==> config.mk <==
export PLATFORM = sky130hd
export DESIGN_NAME = lcd_show_char
export DESIGN_NICKNAME = d
export VERILOG_FILES = /design/src/rtl/lcd_show_char.sv
export SDC_FILE = /design/constraint.sdc
export NUM_CORES = 1
export LEC_CHECK = 0
export ABC_AREA = 1
export CORE_AREA = 2 2 90 92
export CTS_BUF_LIST = sky130_fd_sc_hd__clkbuf_4
export CTS_CLUSTER_DIAMETER = 30
export DETAILED_ROUTE_END_ITERATION = 8
export DIE_AREA = 0 0 92 94
export GPL_TIMING_DRIVEN = 0
export HOLD_SLACK_MARGIN = 0.06
export PLACE_DENSITY = 0.87
export SETUP_SLACK_MARGIN = 0.2
export SYNTH_ARGS = -nofsm -noshare
export SYNTH_HDL_FRONTEND = slang
export SYNTH_SLANG_ARGS = --single-unit
==> constraint.sdc <==
create_clock -name sys_clk -period 5.41 [get_ports sys_clk]
set_input_delay 1.623 -clock sys_clk [delete_from_list [all_inputs] [get_ports sys_clk]]
set_output_delay 1.623 -clock sys_clk [all_outputs]
set_load 0.005 [all_outputs]
==> src/rtl/lcd_show_char.sv <==
`default_nettype none
// lcd_show_char: renders one 16x8 or 12x6 glyph (font ROM -> 0x2A/0x2B/0x2C window -> RGB565 bytes).
// Optional macro SHOW_CHAR_INVERT_EN adds an `invert` input that swaps colours per character.
module lcd_show_char #(
  parameter logic [15:0] FG_COLOR   = 16'h0000,
  parameter logic [15:0] BG_COLOR   = 16'hFFFF,
  parameter int          ROM_LAT    = 1,
  parameter int          SMALL_BASE = 1536
) (
  input  logic        sys_clk,
  input  logic        sys_rst_n,
  input  logic        show_char_flag,
  input  logic [6:0]  ascii_num,
  input  logic [8:0]  start_x,
  input  logic [8:0]  start_y,
  input  logic        en_size,
`ifdef SHOW_CHAR_INVERT_EN
  input  logic        invert,
`endif
  output logic [11:0] rom_addr,
  input  logic [7:0]  rom_data,
  output logic        wr_en,
  output logic        wr_dc,
  output logic [7:0]  wr_byte,
  input  logic        wr_done,
  output logic        busy,
  output logic        show_char_done
);

  localparam logic [11:0] SMALL_BASE_A = SMALL_BASE[11:0];
  localparam logic [1:0]  LAT          = ROM_LAT[1:0];

  typedef enum logic [2:0] {
    S_IDLE = 3'd0,
    S_CMD  = 3'd1,
    S_ROM  = 3'd2,
    S_PIX  = 3'd3,
    S_DONE = 3'd4
  } state_t;

  state_t      state_q, state_d;
  logic [6:0]  ascii_q, ascii_d;
  logic [8:0]  x_q, x_d;
  logic [8:0]  y_q, y_d;
  logic        large_q, large_d;
  logic        inv_q, inv_d;
  logic [3:0]  idx_q, idx_d;
  logic [3:0]  row_q, row_d;
  logic [2:0]  col_q, col_d;
  logic        half_q, half_d;
  logic        wait_q, wait_d;
  logic [1:0]  lat_q, lat_d;
  logic [7:0]  row_data_q, row_data_d;
  logic [11:0] rom_addr_q, rom_addr_d;
  logic        wr_en_q, wr_en_d;
  logic        wr_dc_q, wr_dc_d;
  logic [7:0]  wr_byte_q, wr_byte_d;
  logic        busy_q, busy_d;
  logic        done_q, done_d;

  logic        inv_in;
  logic [2:0]  col_last;
  logic [3:0]  row_last;
  logic [15:0] xs, xe, ys, ye;
  logic [7:0]  cmd_byte;
  logic        cmd_dc;
  logic        pix_fg;
  logic [15:0] pix_color;
  logic [7:0]  pix_byte;

`ifdef SHOW_CHAR_INVERT_EN
  assign inv_in = invert;
`else
  assign inv_in = 1'b0;
`endif

  assign col_last = large_q ? 3'd7 : 3'd5;
  assign row_last = large_q ? 4'd15 : 4'd11;
  assign xs = {7'd0, x_q};
  assign ys = {7'd0, y_q};
  assign xe = xs + (large_q ? 16'd7 : 16'd5);
  assign ye = ys + (large_q ? 16'd15 : 16'd11);

  // Large glyphs live at ascii*16; small glyphs at SMALL_BASE + ascii*12.
  function automatic logic [11:0] addr_of(input logic [6:0] a, input logic lg,
                                          input logic [3:0] r);
    if (lg) addr_of = {1'b0, a, 4'd0} + {8'd0, r};
    else    addr_of = SMALL_BASE_A + {2'd0, a, 3'd0} + {3'd0, a, 2'd0} + {8'd0, r};
  endfunction

  always_comb begin
    cmd_byte = 8'h00;
    case (idx_q)
      4'd0:    cmd_byte = 8'h2A;
      4'd1:    cmd_byte = xs[15:8];
      4'd2:    cmd_byte = xs[7:0];
      4'd3:    cmd_byte = xe[15:8];
      4'd4:    cmd_byte = xe[7:0];
      4'd5:    cmd_byte = 8'h2B;
      4'd6:    cmd_byte = ys[15:8];
      4'd7:    cmd_byte = ys[7:0];
      4'd8:    cmd_byte = ye[15:8];
      4'd9:    cmd_byte = ye[7:0];
      4'd10:   cmd_byte = 8'h2C;
      default: cmd_byte = 8'h00;
    endcase
  end

  assign cmd_dc    = !((idx_q == 4'd0) || (idx_q == 4'd5) || (idx_q == 4'd10));
  assign pix_fg    = row_data_q[3'd7 - col_q] ^ inv_q;
  assign pix_color = pix_fg ? FG_COLOR : BG_COLOR;
  assign pix_byte  = half_q ? pix_color[7:0] : pix_color[15:8];

  always_comb begin
    state_d    = state_q;
    ascii_d    = ascii_q;
    x_d        = x_q;
    y_d        = y_q;
    large_d    = large_q;
    inv_d      = inv_q;
    idx_d      = idx_q;
    row_d      = row_q;
    col_d      = col_q;
    half_d     = half_q;
    wait_d     = wait_q;
    lat_d      = lat_q;
    row_data_d = row_data_q;
    rom_addr_d = rom_addr_q;
    wr_en_d    = 1'b0;
    wr_dc_d    = wr_dc_q;
    wr_byte_d  = wr_byte_q;
    busy_d     = busy_q;
    done_d     = 1'b0;

    case (state_q)
      S_IDLE: begin
        if (show_char_flag) begin
          ascii_d = ascii_num;
          x_d     = start_x;
          y_d     = start_y;
          large_d = en_size;
          inv_d   = inv_in;
          idx_d   = 4'd0;
          wait_d  = 1'b0;
          busy_d  = 1'b1;
          state_d = S_CMD;
        end
      end

      S_CMD: begin
        if (!wait_q) begin
          wr_en_d   = 1'b1;
          wr_byte_d = cmd_byte;
          wr_dc_d   = cmd_dc;
          wait_d    = 1'b1;
        end else if (wr_done) begin
          wait_d = 1'b0;
          if (idx_q == 4'd10) begin
            row_d      = 4'd0;
            rom_addr_d = addr_of(ascii_q, large_q, 4'd0);
            lat_d      = 2'd0;
            state_d    = S_ROM;
          end else begin
            idx_d = idx_q + 4'd1;
          end
        end
      end

      // rom_addr_q is valid from the first S_ROM cycle; sample ROM_LAT cycles later.
      S_ROM: begin
        lat_d = lat_q + 2'd1;
        if (lat_q == LAT) begin
          row_data_d = rom_data;
          col_d      = 3'd0;
          half_d     = 1'b0;
          wait_d     = 1'b0;
          state_d    = S_PIX;
        end
      end

      S_PIX: begin
        if (!wait_q) begin
          wr_en_d   = 1'b1;
          wr_byte_d = pix_byte;
          wr_dc_d   = 1'b1;
          wait_d    = 1'b1;
        end else if (wr_done) begin
          wait_d = 1'b0;
          if (!half_q) begin
            half_d = 1'b1;
          end else begin
            half_d = 1'b0;
            if (col_q != col_last) begin
              col_d = col_q + 3'd1;
            end else if (row_q == row_last) begin
              done_d  = 1'b1;
              busy_d  = 1'b0;
              state_d = S_DONE;
            end else begin
              row_d      = row_q + 4'd1;
              rom_addr_d = addr_of(ascii_q, large_q, row_q + 4'd1);
              lat_d      = 2'd0;
              state_d    = S_ROM;
            end
          end
        end
      end

      S_DONE: begin
        state_d = S_IDLE;
      end

      default: begin
        state_d = S_IDLE;
        busy_d  = 1'b0;
      end
    endcase
  end

  always_ff @(posedge sys_clk or negedge sys_rst_n) begin
    if (!sys_rst_n) begin
      state_q    <= S_IDLE;
      ascii_q    <= 7'd0;
      x_q        <= 9'd0;
      y_q        <= 9'd0;
      large_q    <= 1'b0;
      inv_q      <= 1'b0;
      idx_q      <= 4'd0;
      row_q      <= 4'd0;
      col_q      <= 3'd0;
      half_q     <= 1'b0;
      wait_q     <= 1'b0;
      lat_q      <= 2'd0;
      row_data_q <= 8'd0;
      rom_addr_q <= 12'd0;
      wr_en_q    <= 1'b0;
      wr_dc_q    <= 1'b0;
      wr_byte_q  <= 8'd0;
      busy_q     <= 1'b0;
      done_q     <= 1'b0;
    end else begin
      state_q    <= state_d;
      ascii_q    <= ascii_d;
      x_q        <= x_d;
      y_q        <= y_d;
      large_q    <= large_d;
      inv_q      <= inv_d;
      idx_q      <= idx_d;
      row_q      <= row_d;
      col_q      <= col_d;
      half_q     <= half_d;
      wait_q     <= wait_d;
      lat_q      <= lat_d;
      row_data_q <= row_data_d;
      rom_addr_q <= rom_addr_d;
      wr_en_q    <= wr_en_d;
      wr_dc_q    <= wr_dc_d;
      wr_byte_q  <= wr_byte_d;
      busy_q     <= busy_d;
      done_q     <= done_d;
    end
  end

  assign rom_addr       = rom_addr_q;
  assign wr_en          = wr_en_q;
  assign wr_dc          = wr_dc_q;
  assign wr_byte        = wr_byte_q;
  assign busy           = busy_q;
  assign show_char_done = done_q;

endmodule
`default_nettype wire
# [Word-level counts from Yosys, hierarchy flattened]
# Index checks and enable logic that the tools add are counted.
[classes] addsub=11 n_div=0 muxes=90 n_eq_ne=32 multipliers=0 bitwise_logic=1 shifts=0 order_cmp=1 n_reduce_logical=23
[ops] cell="12-bit 2-to-1 mux" n=10
[ops] cell="8-bit case mux with 11 select lines" n=1
[ops] cell="3-bit 2-to-1 mux" n=17
[ops] cell="4-bit 2-to-1 mux" n=12
[ops] cell="2-bit inequality test, second input constant" n=15
[ops] cell="9-bit AND reduction" n=3
[ops] cell="1-bit 2-to-1 mux" n=24
[ops] cell="8-bit 2-to-1 mux" n=3
[ops] cell="12-bit case mux with 2 select lines" n=1
[ops] cell="2-bit 2-to-1 mux" n=10
[ops] cell="4-bit by 3-bit == test with 1-bit output, second input constant" n=4
[ops] cell="16-bit 2-to-1 mux" n=1
[ops] cell="4-bit case mux with 2 select lines" n=2
[ops] cell="8-bit case mux with 2 select lines" n=1
[ops] cell="11-bit by 10-bit adder with 12-bit output, first input constant" n=1
[ops] cell="11-bit by 4-bit adder with 12-bit output" n=1
[ops] cell="12-bit by 4-bit adder with 12-bit output" n=1
[ops] cell="12-bit by 9-bit adder with 12-bit output" n=1
[ops] cell="4-bit == test, second input constant" n=3
[ops] cell="3-bit case mux with 4 select lines" n=1
[ops] cell="9-bit by 3-bit adder with 10-bit output" n=1
[ops] cell="9-bit by 4-bit adder with 10-bit output" n=1
[ops] cell="4-bit by 1-bit adder with 4-bit output, second input constant" n=2
[ops] cell="4-bit by 2-bit == test with 1-bit output, second input constant" n=2
[ops] cell="31 further kinds" n=40
[totals] mem_bits_ro=0 ram_bits=0 ff_bits=76 word_cells=176 latchBits=0 mem_count=0 input_bits=38

# [Depth between registers and ports, before layout]
# Gate-level depths: netlist of run 1.
[depth] depth_word=10 mapped_depth=15

# [Worst setup path after synthesis of run 1]
# Ideal clock, no wire load.
[synth_path] kind="input port to flip-flop" start="input port wr_done" end="register col_q[2]" t_required_ns=5.333 path_slack_ns=2.937 setup_ns=0.077 path_buffers=0 path_stages=7 t_arrival_ns=2.396 path_cell_list="nand2_1 > o21ai_2 > nand2_1 > a21oi_2 > nand2_1 > xor2_1 > a21oi_1"
[synth_between] elab_chain_cells=2
[synth_rtl] element="start, declared" line_no="25" text="input logic wr_done,"
[synth_rtl] element="2-bit inequality test (no line)"
[synth_rtl] element="6-bit AND reduction (no line)"
[synth_rtl] element="end signal, assigned" line_no="250" text="col_q <= col_d;"
[synth_rtl] element="end, declared" line_no="49" text="logic [2:0] col_q, col_d;"
# Every way passes these cells.
# A chain may end at the register's enable or synchronous reset.

==> results of run 1 <==
power by group through the flow:
stage	clock, uW	sequential, uW	combinational [uW]
floorplan	0	989	1370
global placement	0	1040	1860
detailed placement	0	1050	1930
CTS	358	1040	1940
global route	381	1080	2240
finish	350	1050	1960
stage by stage:
stage | instance area (sq um) | setup WS (ns) | power [uW] | util [%] | hold WS, ns
after floorplan | 4690 | 2.94 | 2360 | - | 0.457
after global placement | 5430 | 0.227 | 2900 | 71.4 | 0.465
after detailed placement | 5450 | 2.24 | 2980 | 71.7 | 0.465
after CTS | 5590 | 2.27 | 3340 | 73.5 | 0.497
after global routing | 5590 | 2.22 | 3690 | 73.5 | 0.521
final | 5590 | 2.30 | 3360 | 73.5 | 0.491
flip-flops by register name, indices dropped and copies added (netlist names), 2 cells and up:
register / flops
rom_addr: 10
x_q: 9
y_q: 9
row_data_q: 8
wr_byte: 8
ascii_q: 7
idx_q: 4
row_q: 4
col_q: 3
state_q: 3
lat_q: 2
Yosys cell counts (all sizes together) (4+ instances only):
cell type / instances
a21boi: 6
a21oi: 23
buf: 13
clkbuf: 4
dfrtp: 74
ha: 19
inv: 81
mux2: 8
nand2: 188
nand3: 57
nand4: 12
nor2: 46
nor3: 9
o21ai: 54
o22ai: 6
or2: 6
worst paths after layout:
check                      cells past startpoint            to  slack (ns)         start
hold reg to reg                                2  rom_addr[11]        0.49  rom_addr[11]
max in group asynchronous                      2    wr_byte[2]        3.81     sys_rst_n
min in group asynchronous                      1        y_q[8]        1.03     sys_rst_n
setup / recovery                               2   rom_addr[0]        2.30      row_q[0]
hold / removal                                 2  rom_addr[11]        0.49  rom_addr[11]
setup reg to reg                              14  rom_addr[10]        2.93      row_q[0]
final cells by class:
type | instances | area (sq um) | share of cell area [%]
multi-input cells | 457 | 2420 | 43.3
flip-flops and latches | 74 | 1850 | 33.1
repair buffers | 62 | 636 | 11.4
inverters | 81 | 307 | 5.48
well taps | 102 | 128 | 2.28
plain buffers | 17 | 110 | 1.97
clock inverters | 7 | 68.8 | 1.23
clock buffers | 9 | 67.6 | 1.21
layer usage:
metal	vias to the layer above	global-route usage (%)
met4	0	8.33
met5	-	0
met1	2153	41.7
li1	2203	-
met3	14	4.65
met2	170	50.6
worst register-to-register path: stages, from the launching register on:
cell	delay, ns
dfrtp_1	0.45
ha_1	0.26
xnor2_1	0.15
inv_1	0.06
ha_1	0.16
inv_1	0.06
fa_1	0.42
nor2_1	0.18
nand3_2	0.10
nor2_2	0.12
nand2_1	0.09
nor2_2	0.12
nand3_1	0.08
nand3_1	0.09
nand2_1	0.05
logic make-up after synthesis:
kind of cell | count (synthesis)
fa+ha+maj | 22
mux | 9
compound gates | 100
flops | 74
simple gates | 323
xor+xnor | 3
buf+inv | 98
==> results.yml, run 1 <==
outcome:
  status: "finished, final reports clean"
clocking:
  numCtsBuffers: 9
  clk_pin_slew_ns: 0.13
  cts_root_buf: "clkbuf_4"
  htreeDepth: 3
  ctsHoldBuffers: 0
  clock_latency_ns: 0.43
  cts_resized: 0
  cts_max_path_buffers: 2
  cts_tree: "yes"
  postCtsSetupBuffers: 0
  cts.sinks: 74
layout:
  final_common_cell: "nand2_1"
  fillers: 622
  nets: 762
  final_cell_mix: "183 x nand2_1, 74 x dfrtp_1, 69 x inv_1, 60 x clkdlybuf4s50_1, 55 x nand3_1"
  final_cells: 809
  antenna_cells: 0
  area_growth_pct: 19.2
  drive_gt1_share_pct: 10.3
placed_design:
  dp_hpwl_mm: 9.18
  dp.cells: 793
  numPortBuffers: 61
  place_congestion: 0.931
power:
  pwr-share-comb_pct: 58.4
  p_int_uw: 1730
  cellLeakagePower_uw: 0.00270
  pwr-share-seq_pct: 31.2
  power_switching_share_pct: 48.3
  power_density_nw_per_um2: 600
  clkPwrFrac_pct: 10.4
  vdd_ir_drop_max_v: 0.000332
  switchingPower_uw: 1620
logic_synthesis:
  synth_cell_type_count: 45
  synth-main-ff-cell: "dfrtp_1"
  synth_fa_ha_area_share_pct: 6.35
  synth-simple-area-share_pct: 30.4
  synth_compound_area_share_pct: 12.2
  synth_area_leaders: "dfrtp_1 39%, nand2_1 15%, nand3_1 5.9%"
  yosysWarnings: 0
  ys_ff_latch: 74
  yosys.area.top_type: "dfrtp_1"
  muxShareOfSynthArea_pct: 2.13
  ys_seq_area_share_pct: 39.5
  synth_xor_area_share_pct: 0.560
  async_flop_share_pct: 100
  synth_edf_count: 0
  synth_area_sq_um: 4690
  syn_nets: 689
  netlist.area_leader.share_pct: 39.5
  syn_area_per_cell_sq_um: 7.46
  synthCells: 629
  synth_top_family_by_area: "simple AND/OR/NAND/NOR gates"
drt:
  viasPerCell: 5.61
  top_layer: "met4"
  drt_wl_total_mm: 12.2
  drtIter0Drc: 345
  antenna_left: 0
  drc: 0
  firstDrtPassIters: 6
  met3_wirelength_um: 819
  num_vias: 4540
  drt-met1-wl_mm: 5.50
  wl_met2_mm: 5.74
  wl_per_cell_um: 15.1
floorplanning:
  fp-row-count: 32
  ios: 62
  initial_utilization_pct: 61.7
  die-width_um: 92
  die-height_um: 94
  coreArea_sq_um: 7610
  die_area_sq_um: 8650
sta:
  tns_ns: 0
  worst_pin_slew_ns: 0.698
  period_needed_ns: 3.11
  slew_viol_final: 0
  fin_skew_ns: 0.0217
  finalCritPeriodShare_pct: 57.4
  rsz0062_at_grt: "no"
  relSlewSlack_pct: 53.5
  hold_violations: 0
  fmax_mhz: 322
  report.final.setup_viol: 0
run:
  drv_cap: 0
global_routing:
  grt_pass1_wl_mm: 20.9
  grt_usage_pct: 30.4
  grt_max_degree: 62
  antenna_found_initial: 0
  grt_pass1_vias: 4433
  grt_overflow: 0
critical_path:
  worstPathRequired_ns: 3.79
  path_class: "flop to output pin"
  critPathMaxFanout: 5
  crit_family: "buffers and inverters"
  crit_path_end_kind: "output pin"
  slowest_stage: "clkdlybuf4s50_1"
  crit_buf_inv: 2
  startpoint_type: "flop"
  cpPeakStageDelay_ns: 0.48
  cp_cell_sequence: "buf_4, clkdlybuf4s50_1"
  critical_path_arrival_ns: 1.48
hold_path:
  worstHoldPathType: "flop to flop"
Note: power is estimated with default switching activity, not from simulation.
==> run 2, diff against run 1 <==
CORE_AREA = 2 2 98 100   (was 2 2 90 92)
DIE_AREA = 0 0 100 102   (was 0 0 92 94)
PLACE_DENSITY = 0.78   (was 0.87)
clock period = 2.76 ns   (was 5.41 ns; I/O delays follow)
==> results.yml, run 2 (synthesis gave the netlist of run 1 again) <==
global_routing:
  antenna_found_initial: 0
  grt_overflow: 0
  grt_max_degree: 59
  grt_pass1_vias: 4409
  grt_usage_pct: 25.3
  grt_pass1_wl_mm: 20.5
sta:
  fin_ws_ns: 0.376
  fmax_mhz: 420
  worst_pin_slew_ns: 0.602
  rsz0062_at_grt: "yes"
  slew_viol_final: 0
  period_needed_ns: 2.38
  hold_violations: 0
  fin_skew_ns: 0.0151
  relSlewSlack_pct: 59.9
  report.final.setup_viol: 0
  finalCritPeriodShare_pct: 86.4
critical_path:
  critical_path_arrival_ns: 2.72
  worstPathRequired_ns: 3.10
  path_class: "flop to flop"
  rr_worst_depth: 14
  crit_path_end_kind: "flop"
  startpoint_type: "flop"
  r2r_slack_ns: 0.38
  r2r_start: "row_q[0]"
  critPathMaxFanout: 3
  reg2reg_to: "rom_addr[10]"
drt:
  antenna_left: 0
  drc: 0
  firstDrtPassIters: 4
  wl_per_cell_um: 14.5
  viasPerCell: 5.42
  drt_wl_total_mm: 11.9
  drtIter0Drc: 227
  num_vias: 4448
floorplanning:
  coreArea_sq_um: 9110
  ios: 62
  die_area_sq_um: 10200
  initial_utilization_pct: 51.5
  fp-row-count: 35
  die-width_um: 100
  die-height_um: 102
power:
  design_power_total_uw: 6620
  vdd_ir_drop_max_v: 0.000569
  power_density_nw_per_um2: 1170
  p_int_uw: 3440
  pwr-share-seq_pct: 30.7
  power_switching_share_pct: 48.1
  switchingPower_uw: 3180
  pwr-share-comb_pct: 58.0
  cellLeakagePower_uw: 0.00272
  clkPwrFrac_pct: 11.3
layout:
  final_cell_mix: "183 x nand2_1, 74 x dfrtp_1, 69 x inv_1, 60 x clkdlybuf4s50_1, 55 x nand3_1"
  area_growth_pct: 20.1
  antenna_cells: 0
  nets: 764
  drive_gt1_share_pct: 11.0
  finish.utilization_pct: 61.9
  largest_reg_flops: 10
  final_common_cell: "nand2_1"
outcome:
  status: "finished, final reports clean"
run:
  drv_cap: 0
clocking:
  cts_max_path_buffers: 2
  ctsHoldBuffers: 0
  cts_root_buf: "clkbuf_4"
  clock_latency_ns: 0.44
  clk_pin_slew_ns: 0.14
  cts.sinks: 74
  cts_tree: "yes"
  numCtsBuffers: 9
  htreeDepth: 3
placed_design:
  numPortBuffers: 61
  dp_hpwl_mm: 9.07
  place_worst_setup_slack_ns: 0.321
  place_congestion: 0.989
hold_path:
  worstHoldPathType: "input pin to async pin"
-- run 2: cell types whose count changed in the layout (fill, tap and decap cells not counted) --
cell and delta:
clkinv_4 -1, nor2_1 -1, inv_8 +1, clkinv_2 -2
inv_6 +2, nor2_2 +1, clkinvlp_4 +1, buf_4 +2
fa_2 +1, fa_1 -1, clkinv_1 -1
-- run 2: area by class of cell --
type / count / area, sq um
Tap cell: 111 / 139
Inverter: 81 / 307
Multi-Input combinational cell: 457 / 2430
Buffer: 17 / 110
Clock inverter: 7 / 82.6
Clock buffer: 9 / 67.6
Timing Repair Buffer: 64 / 651
Sequential cell: 74 / 1850
Fill cell: 834 / 3470
-- run 2: power by group through the flow --
stage	logic, uW	clock network [uW]	registers (uW)
detailed placement	3780	0	2050
CTS	3800	770	2040
global route	4400	810	2110
global placement	3660	0	2050
finish	3840	746	2030
floorplan	2690	0	1940
-- run 2: per-stage QoR --
stage                     setup TNS (ns)  instances  cell area (sq um)  hold WS (ns)
after floorplan                        0        629               4690         0.457
after global placement           -123.70        801               5440         0.465
after detailed placement               0        802               5470         0.468
after CTS                              0        818               5620         0.217
after global routing                   0        820               5640         0.218
final                                  0        820               5640         0.235
-- run 2: routing by layer --
| metal | up-vias | wire (um) | global-route usage (%) |
|---|---|---|---|
| met2 | 125 | 5560 | 41.6 |
| li1 | 2203 | - | - |
| met3 | 18 | 750 | 5.34 |
| met1 | 2102 | 5380 | 34.3 |
| met4 | 0 | 174 | 6.74 |
| met5 | - | 0 | 0 |
-- run 2: worst max-delay path by stage --
stage / from / to / slack, ns / depth (start not counted)
global route: row_q[0] / rom_addr[9] / 0.16 / 15
detailed placement: row_q[0] / rom_addr[10] / 0.32 / 14
CTS: row_q[0] / rom_addr[10] / 0.28 / 14
global placement: sys_rst_n / rom_addr[11] / -1.68 / 1
finish: row_q[0] / rom_addr[10] / 0.38 / 14
floorplan: row_q[0] / rom_addr[10] / 0.56 / 14
-- run 2: what timing repair did --
item,in CTS,in global routing
gates resized for setup,0,2
setup buffers,0,2
endpoints found under the setup margin,0,2
-- run 2: worst max-delay path: stages (launching register included) --
cell	delay [ns]
dfrtp_1	0.43
ha_1	0.25
xnor2_1	0.16
inv_1	0.06
ha_1	0.16
inv_1	0.06
fa_2	0.36
nor2_2	0.13
nand3_2	0.09
nor2_2	0.13
nand2_1	0.09
nor2_2	0.12
nand3_1	0.09
nand3_1	0.10
nand2_1	0.05
==> run 3, diff against run 2 <==
CAP_MARGIN = 20   (was unset)
==> results of run 3 <==
The final DEF is identical to that of run 2; final timing and power are the same.
